**config.mk**
```make
export PLATFORM = sky130hd
export DESIGN_NAME = r4_sdf_stage_ctrl
export DESIGN_NICKNAME = d
export VERILOG_FILES = /design/src/rtl/ifft_pkg.sv /design/src/rtl/r4_tw_addr_gen.sv /design/src/rtl/r4_sdf_stage_ctrl.sv
export SDC_FILE = /design/constraint.sdc
export NUM_CORES = 1
export LEC_CHECK = 0
export CAP_MARGIN = 20
export CELL_PAD_IN_SITES_DETAIL_PLACEMENT = 0
export CELL_PAD_IN_SITES_GLOBAL_PLACEMENT = 1
export CORE_ASPECT_RATIO = 1.25
export CORE_UTILIZATION = 25
export DETAILED_ROUTE_END_ITERATION = 6
export PLACE_DENSITY_LB_ADDON = 0.1
export SYNTH_ARGS = -nofsm -noshare
export SYNTH_HDL_FRONTEND = slang
export SYNTH_SLANG_ARGS = --single-unit
export TNS_END_PERCENT = 100
```
**constraint.sdc**
```tcl
create_clock -name clk -period 2.1 [get_ports clk]
set_input_delay 0.42 -clock clk [delete_from_list [all_inputs] [get_ports clk]]
set_output_delay 0.42 -clock clk [all_outputs]
set_load 0.02 [all_outputs]
```
**src/rtl/ifft_pkg.sv**
```systemverilog
// Shared definitions for the IFFT_CP SDF stage controllers.
//   state_e   : stage sequencer states
//   branch_e  : butterfly / delay-branch index encoding
//   cfg_legal : elaboration-time legality check of N / D / ADDR_W
package ifft_pkg;

  typedef enum logic [2:0] {
    StIdle,
    StFill,
    StRun,
    StFlush,
    StDone
  } state_e;

  // Branches 0..2 live in delay lines; branch 3 is the sample that fires the butterfly.
  typedef enum logic [1:0] {
    Branch0,
    Branch1,
    Branch2,
    Branch3
  } branch_e;

  // D must be a power of two, N a power of two multiple of 4*D, and ADDR_W wide enough for N.
  function automatic bit cfg_legal(int unsigned n, int unsigned d, int unsigned addr_w);
    return (d >= 1) && ((d & (d - 1)) == 0) && ((n % (4 * d)) == 0) &&
           ((n & (n - 1)) == 0) && ($clog2(n) <= addr_w);
  endfunction

endpackage

```
**src/rtl/r4_tw_addr_gen.sv**
```systemverilog
// Incremental twiddle-address generator for one radix-4 SDF stage.
// Produces (branch * idx * TW_STRIDE) mod N without a multiplier by accumulating
// branch*TW_STRIDE per output and restarting at every idx wrap.
//   clk, rst : clock, async active-low reset
//   en       : an output is produced this cycle; commit the accumulator
//   clr      : current idx is 0 (restart the accumulation)
//   branch   : butterfly output branch 0..3
//   tw_addr  : address for the current output (combinational, registered by the caller)
module r4_tw_addr_gen #(
  parameter int unsigned N         = 2048,
  parameter int unsigned TW_STRIDE = 2,
  parameter int unsigned ADDR_W    = 12
) (
  input  logic              clk,
  input  logic              rst,
  input  logic              en,
  input  logic              clr,
  input  logic [1:0]        branch,
  output logic [ADDR_W-1:0] tw_addr
);

  // N is a power of two, so mod N is a mask of the low log2(N) bits.
  localparam logic [ADDR_W-1:0] WrapMask = ADDR_W'(N - 1);

  logic [ADDR_W-1:0] acc_q;
  logic [ADDR_W-1:0] step;

  always_comb begin
    step = '0;
    unique case (branch)
      2'd0: step = '0;
      2'd1: step = ADDR_W'(TW_STRIDE);
      2'd2: step = ADDR_W'(2 * TW_STRIDE);
      2'd3: step = ADDR_W'(3 * TW_STRIDE);
      default: step = '0;
    endcase
  end

  always_comb begin
    tw_addr = clr ? '0 : ((acc_q + step) & WrapMask);
  end

  always_ff @(posedge clk or negedge rst) begin
    if (!rst) begin
      acc_q <= '0;
    end else if (en) begin
      acc_q <= tw_addr;
    end
  end

endmodule

```
**src/rtl/r4_sdf_stage_ctrl.sv**
```systemverilog
// Sequencer for one radix-4 single-path delay-feedback stage.
// Counts accepted samples, steers them into delay branches 0..2 or fires the butterfly,
// tags every butterfly output with its branch and twiddle address, and frames one
// N-point block as FILL -> RUN -> FLUSH -> DONE. All outputs are registered and describe
// the sample accepted (or flush slot processed) on the preceding edge.
//   clk, rst    : clock, async active-low reset
//   start       : arms a frame (honoured only in IDLE)
//   in_valid    : input sample present;  in_ready : controller accepts samples
//   dl_wr_en    : write sample to branch dl_sel at slot dl_idx
//   bf_en       : butterfly fires
//   out_valid   : butterfly output present, branch out_branch, twiddle address tw_addr
//   frame_done  : one-cycle pulse after the last output of a frame
module r4_sdf_stage_ctrl
  import ifft_pkg::*;
#(
  parameter int unsigned N         = 2048,
  parameter int unsigned D         = 256,
  parameter int unsigned TW_STRIDE = 2,
  parameter int unsigned ADDR_W    = 12
) (
  input  logic              clk,
  input  logic              rst,
  input  logic              start,
  input  logic              in_valid,
  output logic              in_ready,
  output logic              dl_wr_en,
  output logic [1:0]        dl_sel,
  output logic [ADDR_W-1:0] dl_idx,
  output logic              bf_en,
  output logic              out_valid,
  output logic [1:0]        out_branch,
  output logic [ADDR_W-1:0] tw_addr,
  output logic              frame_done
);

  if (!cfg_legal(N, D, ADDR_W)) begin : gen_cfg_check
    $error("r4_sdf_stage_ctrl: illegal N/D/ADDR_W combination");
  end

  localparam int unsigned       LogD       = $clog2(D);
  localparam logic [ADDR_W-1:0] IdxMask    = ADDR_W'(D - 1);
  localparam logic [ADDR_W-1:0] LastFill   = ADDR_W'(3 * D - 1);
  localparam logic [ADDR_W-1:0] LastSample = ADDR_W'(N - 1);

  state_e            state_q;
  // Sample counter in FILL/RUN; reused as the flush slot counter in FLUSH.
  logic [ADDR_W-1:0] cnt_q;
  logic [ADDR_W-1:0] cur_idx;
  logic [1:0]        cur_phase;
  logic              tw_en;
  logic              tw_clr;
  logic [ADDR_W-1:0] tw_next;

  always_comb begin
    cur_idx   = cnt_q & IdxMask;
    cur_phase = cnt_q[LogD +: 2];
    tw_en     = ((state_q == StRun) && in_valid) || (state_q == StFlush);
    tw_clr    = (cur_idx == '0);
  end

  r4_tw_addr_gen #(
    .N         (N),
    .TW_STRIDE (TW_STRIDE),
    .ADDR_W    (ADDR_W)
  ) u_tw_addr_gen (
    .clk     (clk),
    .rst     (rst),
    .en      (tw_en),
    .clr     (tw_clr),
    .branch  (cur_phase),
    .tw_addr (tw_next)
  );

  always_ff @(posedge clk or negedge rst) begin
    if (!rst) begin
      state_q    <= StIdle;
      cnt_q      <= '0;
      in_ready   <= 1'b0;
      dl_wr_en   <= 1'b0;
      dl_sel     <= '0;
      dl_idx     <= '0;
      bf_en      <= 1'b0;
      out_valid  <= 1'b0;
      out_branch <= '0;
      tw_addr    <= '0;
      frame_done <= 1'b0;
    end else begin
      // Per-sample outputs are pulses; anything not driven below goes quiet.
      dl_wr_en   <= 1'b0;
      dl_sel     <= '0;
      dl_idx     <= '0;
      bf_en      <= 1'b0;
      out_valid  <= 1'b0;
      out_branch <= '0;
      tw_addr    <= '0;
      frame_done <= 1'b0;
      unique case (state_q)
        StIdle: begin
          if (start) begin
            state_q  <= StFill;
            cnt_q    <= '0;
            in_ready <= 1'b1;
          end
        end
        StFill: begin
          if (in_valid) begin
            dl_wr_en <= 1'b1;
            dl_sel   <= cur_phase;
            dl_idx   <= cur_idx;
            cnt_q    <= cnt_q + ADDR_W'(1);
            if (cnt_q == LastFill) begin
              state_q <= StRun;
            end
          end
        end
        StRun: begin
          if (in_valid) begin
            dl_idx     <= cur_idx;
            out_valid  <= 1'b1;
            out_branch <= cur_phase;
            tw_addr    <= tw_next;
            if (cur_phase == Branch3) begin
              bf_en <= 1'b1;
            end else begin
              // Branch slot is read out and overwritten by the incoming sample.
              dl_wr_en <= 1'b1;
              dl_sel   <= cur_phase;
            end
            if (cnt_q == LastSample) begin
              state_q  <= StFlush;
              cnt_q    <= '0;
              in_ready <= 1'b0;
            end else begin
              cnt_q <= cnt_q + ADDR_W'(1);
            end
          end
        end
        StFlush: begin
          out_valid  <= 1'b1;
          out_branch <= cur_phase;
          dl_idx     <= cur_idx;
          tw_addr    <= tw_next;
          if (cnt_q == LastFill) begin
            state_q <= StDone;
            cnt_q   <= '0;
          end else begin
            cnt_q <= cnt_q + ADDR_W'(1);
          end
        end
        StDone: begin
          frame_done <= 1'b1;
          state_q    <= StIdle;
        end
        default: state_q <= StIdle;
      endcase
    end
  end

endmodule

```
==> impl_metrics.py, run 1 <==
metrics = {
    "critical_path": {
        "critPathKind": "reg2reg",
        "reg2reg_depth": 6,
        "critPathCapture": "cnt_q[8]",
        "required_ns": 2.29,
        "crit_cells": 6,
        "critPathLaunch": "cnt_q[8]",
        "slowest_delay_ns": 0.51,
        "cp_cell_sequence": "nor4b_4, or4b_4, a32oi_4, buf_6, o21ai_2, a22o_1",
        "r2r_start": "cnt_q[8]",
        "cp_max_fo": 8,
        "critical_path_buf_inv_count": 1,
        "critical-path-top-delay-family": "simple AND/OR/NAND/NOR gates",
        "arrival_ns": 2.29,
        "critPathSlowestCell": "or4b_4",
        "rrSetupSlack_ns": -0.003,
        "end_kind": "flip-flop",
        "startpoint_type": "flip-flop",
        "r2r_end": "cnt_q[8]",
    },
    "clock_tree": {
        "clock_latency_ns": 0.30,
        "cts_sinks": 54,
        "post_cts_buffers": 0,
        "cts_max_level": 2,
        "cts-root-buf": "clkbuf_16",
        "cts.clk_slew.worst_paths_ns": 0.07,
        "clk_path_buf_depth": 2,
        "numCtsBuffers": 5,
        "cts_tree": "done",
    },
    "synthesis": {
        "yosys_warnings": 0,
        "synth_top_family_by_area": "simple AND/OR/NAND/NOR gates",
        "avgSynthCellArea_um2": 10.1,
        "synth_seq_cells": 54,
        "synth-compound-area-share_pct": 14.0,
        "ys_seq_area_share_pct": 53.2,
        "synth_cell_types": 46,
        "synth_area_um2": 2540,
        "synth_edf_count": 0,
        "synth-main-ff-cell": "dfrtp_1",
        "synthAdderAreaFrac_pct": 2.76,
        "synth_cells": 251,
        "yosys.area_share.simple_pct": 21.4,
        "synthArstFlopShare_pct": 100,
        "synth_mux_area_share_pct": 0.887,
        "synthXorXnorAreaFrac_pct": 2.76,
    },
    "sta": {
        "clock_skew_ns": 0.00783,
        "finalMaxSlewViolations": 0,
        "worstMarginPinSlew_ns": 0.603,
        "period_share_pct": 100,
        "fmax_mhz": 475,
        "min_period_ns": 2.10,
        "setup_viol": 1,
        "rsz0062_at_grt": "yes",
        "hold_viol_final": 0,
        "layout_setup_ws_ns": -0.00323,
        "slew_headroom_pct": 59.7,
    },
    "die": {
        "dieArea_um2": 10600,
        "die_height_um": 115,
        "io_pins": 37,
        "fp-row-count": 40,
        "die_width_um": 92.1,
        "initial_core_util_pct": 26.0,
        "core_area_um2": 9760,
    },
    "layout": {
        "layout-area-overhead-vs-synth_pct": 35.1,
        "layoutNonFillerInstCount": 445,
        "fin_area_um2": 3430,
        "layout_common_cells": "dfrtp_1 (54), buf_4 (36), clkdlybuf4s50_1 (30)",
        "layout-drive-gt1-share_pct": 18.5,
        "layout_commonest_cell": "dfrtp_1",
        "antenna_cells": 0,
        "fillCellCount": 1017,
        "layout.nets": 327,
    },
    "grt": {
        "grtUsageMet1_pct": 16.1,
        "grt.total_usage_pct": 13.1,
        "grt_pass1_wl_mm": 10.4,
        "gr-max-usage-layer": "met2",
        "overflow": 0,
        "use_met2_pct": 21.9,
        "grt_pass1_vias": 2025,
        "antenna_found_initial": 0,
        "grt_util_met3_pct": 2.92,
        "grt_max_degree": 37,
    },
    "pwr": {
        "power_density_nw_per_um2": 779,
        "power.leakage_nw": 1.61,
        "ir_drop_v": 0.000322,
        "fin_total_pwr_mw": 2.67,
    },
    "place": {
        "dp_hpwl_mm": 4.63,
        "placed_cell_area_um2": 3250,
        "dp.cells": 437,
        "gp_congestion": 0.801,
        "io_buffers": 31,
    },
    "route": {
        "drtPass1Iterations": 4,
        "remaining_drc_errors": 0,
        "wl_mm": 6.32,
        "drtAntennaViolNets": 0,
        "vias": 2012,
        "viasPerCell": 4.52,
        "wl_per_cell_um": 14.2,
        "initialDrtViolationCount": 58,
    },
    "worst_hold_path": {
        "hold_path.class": "in2async",
    },
    "outcome": {
        "outcome": "finished, violations left",
        "violations": "setup timing",
    },
    "flow_run": {
        "drv_cap": 0,
    },
}
[layout make-up]
type	count	area (um^2)	area share, %
flip-flops and latches	54	1350	39.4
multi-input cells	177	1110	32.3
repair buffers	70	627	18.3
well taps	126	158	4.60
clock buffers	7	143	4.16
inverters	10	37.5	1.09
clock inverters	1	5.00	0.146
[cell families after synthesis]
| kind of cell | Yosys count |
|---|---|
| XOR/XNOR | 8 |
| AND/OR/NAND/NOR | 103 |
| flip-flops | 54 |
| AO/OA/AOI/OAI | 54 |
| buffers and inverters | 24 |
| multiplexers | 2 |
| adder cells (fa/ha/maj) | 5 |
| other | 1 |
[layer usage]
layer | part of all wire, % | vias up | wire length [um]
met4 | 2.2 | 0 | 136
met2 | 51 | 27 | 3200
met1 | 45 | 979 | 2820
li1 | - | 997 | -
met5 | 0 | - | 0
met3 | 2.6 | 9 | 163
[worst min-delay path by stage]
stage | startpoint | endpoint | slack, ns
after global routing | rst | cnt_q[5] | 0.11
after floorplan | rst | bf_en | 0.12
after detailed placement | rst | u_tw_addr_gen.acc_q[0] | 0.41
after CTS | rst | cnt_q[4] | 0.09
after global placement | rst | tw_addr[1] | 0.42
final | rst | dl_idx[4] | 0.08
[cell usage after synthesis, types with 3 or more instances]
cell	n	area, um^2
a22o_1	5	43.8
buf_4	6	45.0
a21o_1	7	52.6
nor4_1	4	25.0
inv_1	10	37.5
clkbuf_1	7	26.3
nand2_1	22	82.6
nand3_1	8	40.0
and2_1	10	62.6
nor2b_1	5	31.3
and3_1	7	43.8
nand2b_1	4	25.0
ha_1	4	50.1
nor2_1	25	93.8
a21oi_1	8	40.0
nand4_1	3	18.8
nor3_1	5	25.0
o21ai_0	18	90.1
xnor2_1	6	52.6
o31ai_1	3	22.5
dfrtp_1	54	1350
[state kept, by name (all words and copies together), names as in the netlist]
| signal | flops |
|---|---|
| frame_done | 1 |
| dl_idx | 8 |
| out_branch | 2 |
| bf_en | 1 |
| u_tw_addr_gen.acc_q | 11 |
| state_q | 3 |
| out_valid | 1 |
| cnt_q | 12 |
| dl_sel | 2 |
| tw_addr | 11 |
| dl_wr_en | 1 |
| in_ready | 1 |
[power by group]
group	total [mW]	leakage (nW)	internal [mW]	switching, mW
Clock	0.846	0.0739	0.474	0.372
Sequential	1.22	0.697	1.15	0.0719
Combinational	0.603	0.841	0.298	0.305
[stage by stage]
stage / worst slack [ns] / TNS [ns] / utilization [%] / hold slack [ns]
floorplan: 0.0676 / 0 / - / 0.124
global placement: -0.0381 / -0.188 / 33.3 / 0.418
detailed placement: -0.0835 / -0.475 / 33.3 / 0.415
CTS: -0.0123 / -0.0166 / 35.0 / 0.0924
global route: -0.0780 / -0.504 / 35.2 / 0.109
finish: -0.00323 / -0.00323 / 35.2 / 0.0772
[repair_timing]
action	in CTS	in global routing
pin swaps	1	0
endpoints found under the setup margin	7	9
hold buffers	0	0
gates resized for setup	3	3
No activity file was read; power rests on OpenSTA's default activity.
==> run 2: changes to the inputs <==
--- a/config.mk
+++ b/config.mk
@@ -5,7 +5,7 @@
 export SDC_FILE = /design/constraint.sdc
 export NUM_CORES = 1
 export LEC_CHECK = 0
-export CAP_MARGIN = 20
+export CAP_MARGIN = 0
 export CELL_PAD_IN_SITES_DETAIL_PLACEMENT = 0
 export CELL_PAD_IN_SITES_GLOBAL_PLACEMENT = 1
 export CORE_ASPECT_RATIO = 1.25
==> results of run 2 <==
Same layout as run 1: the final DEF is identical, and so are final timing and power.
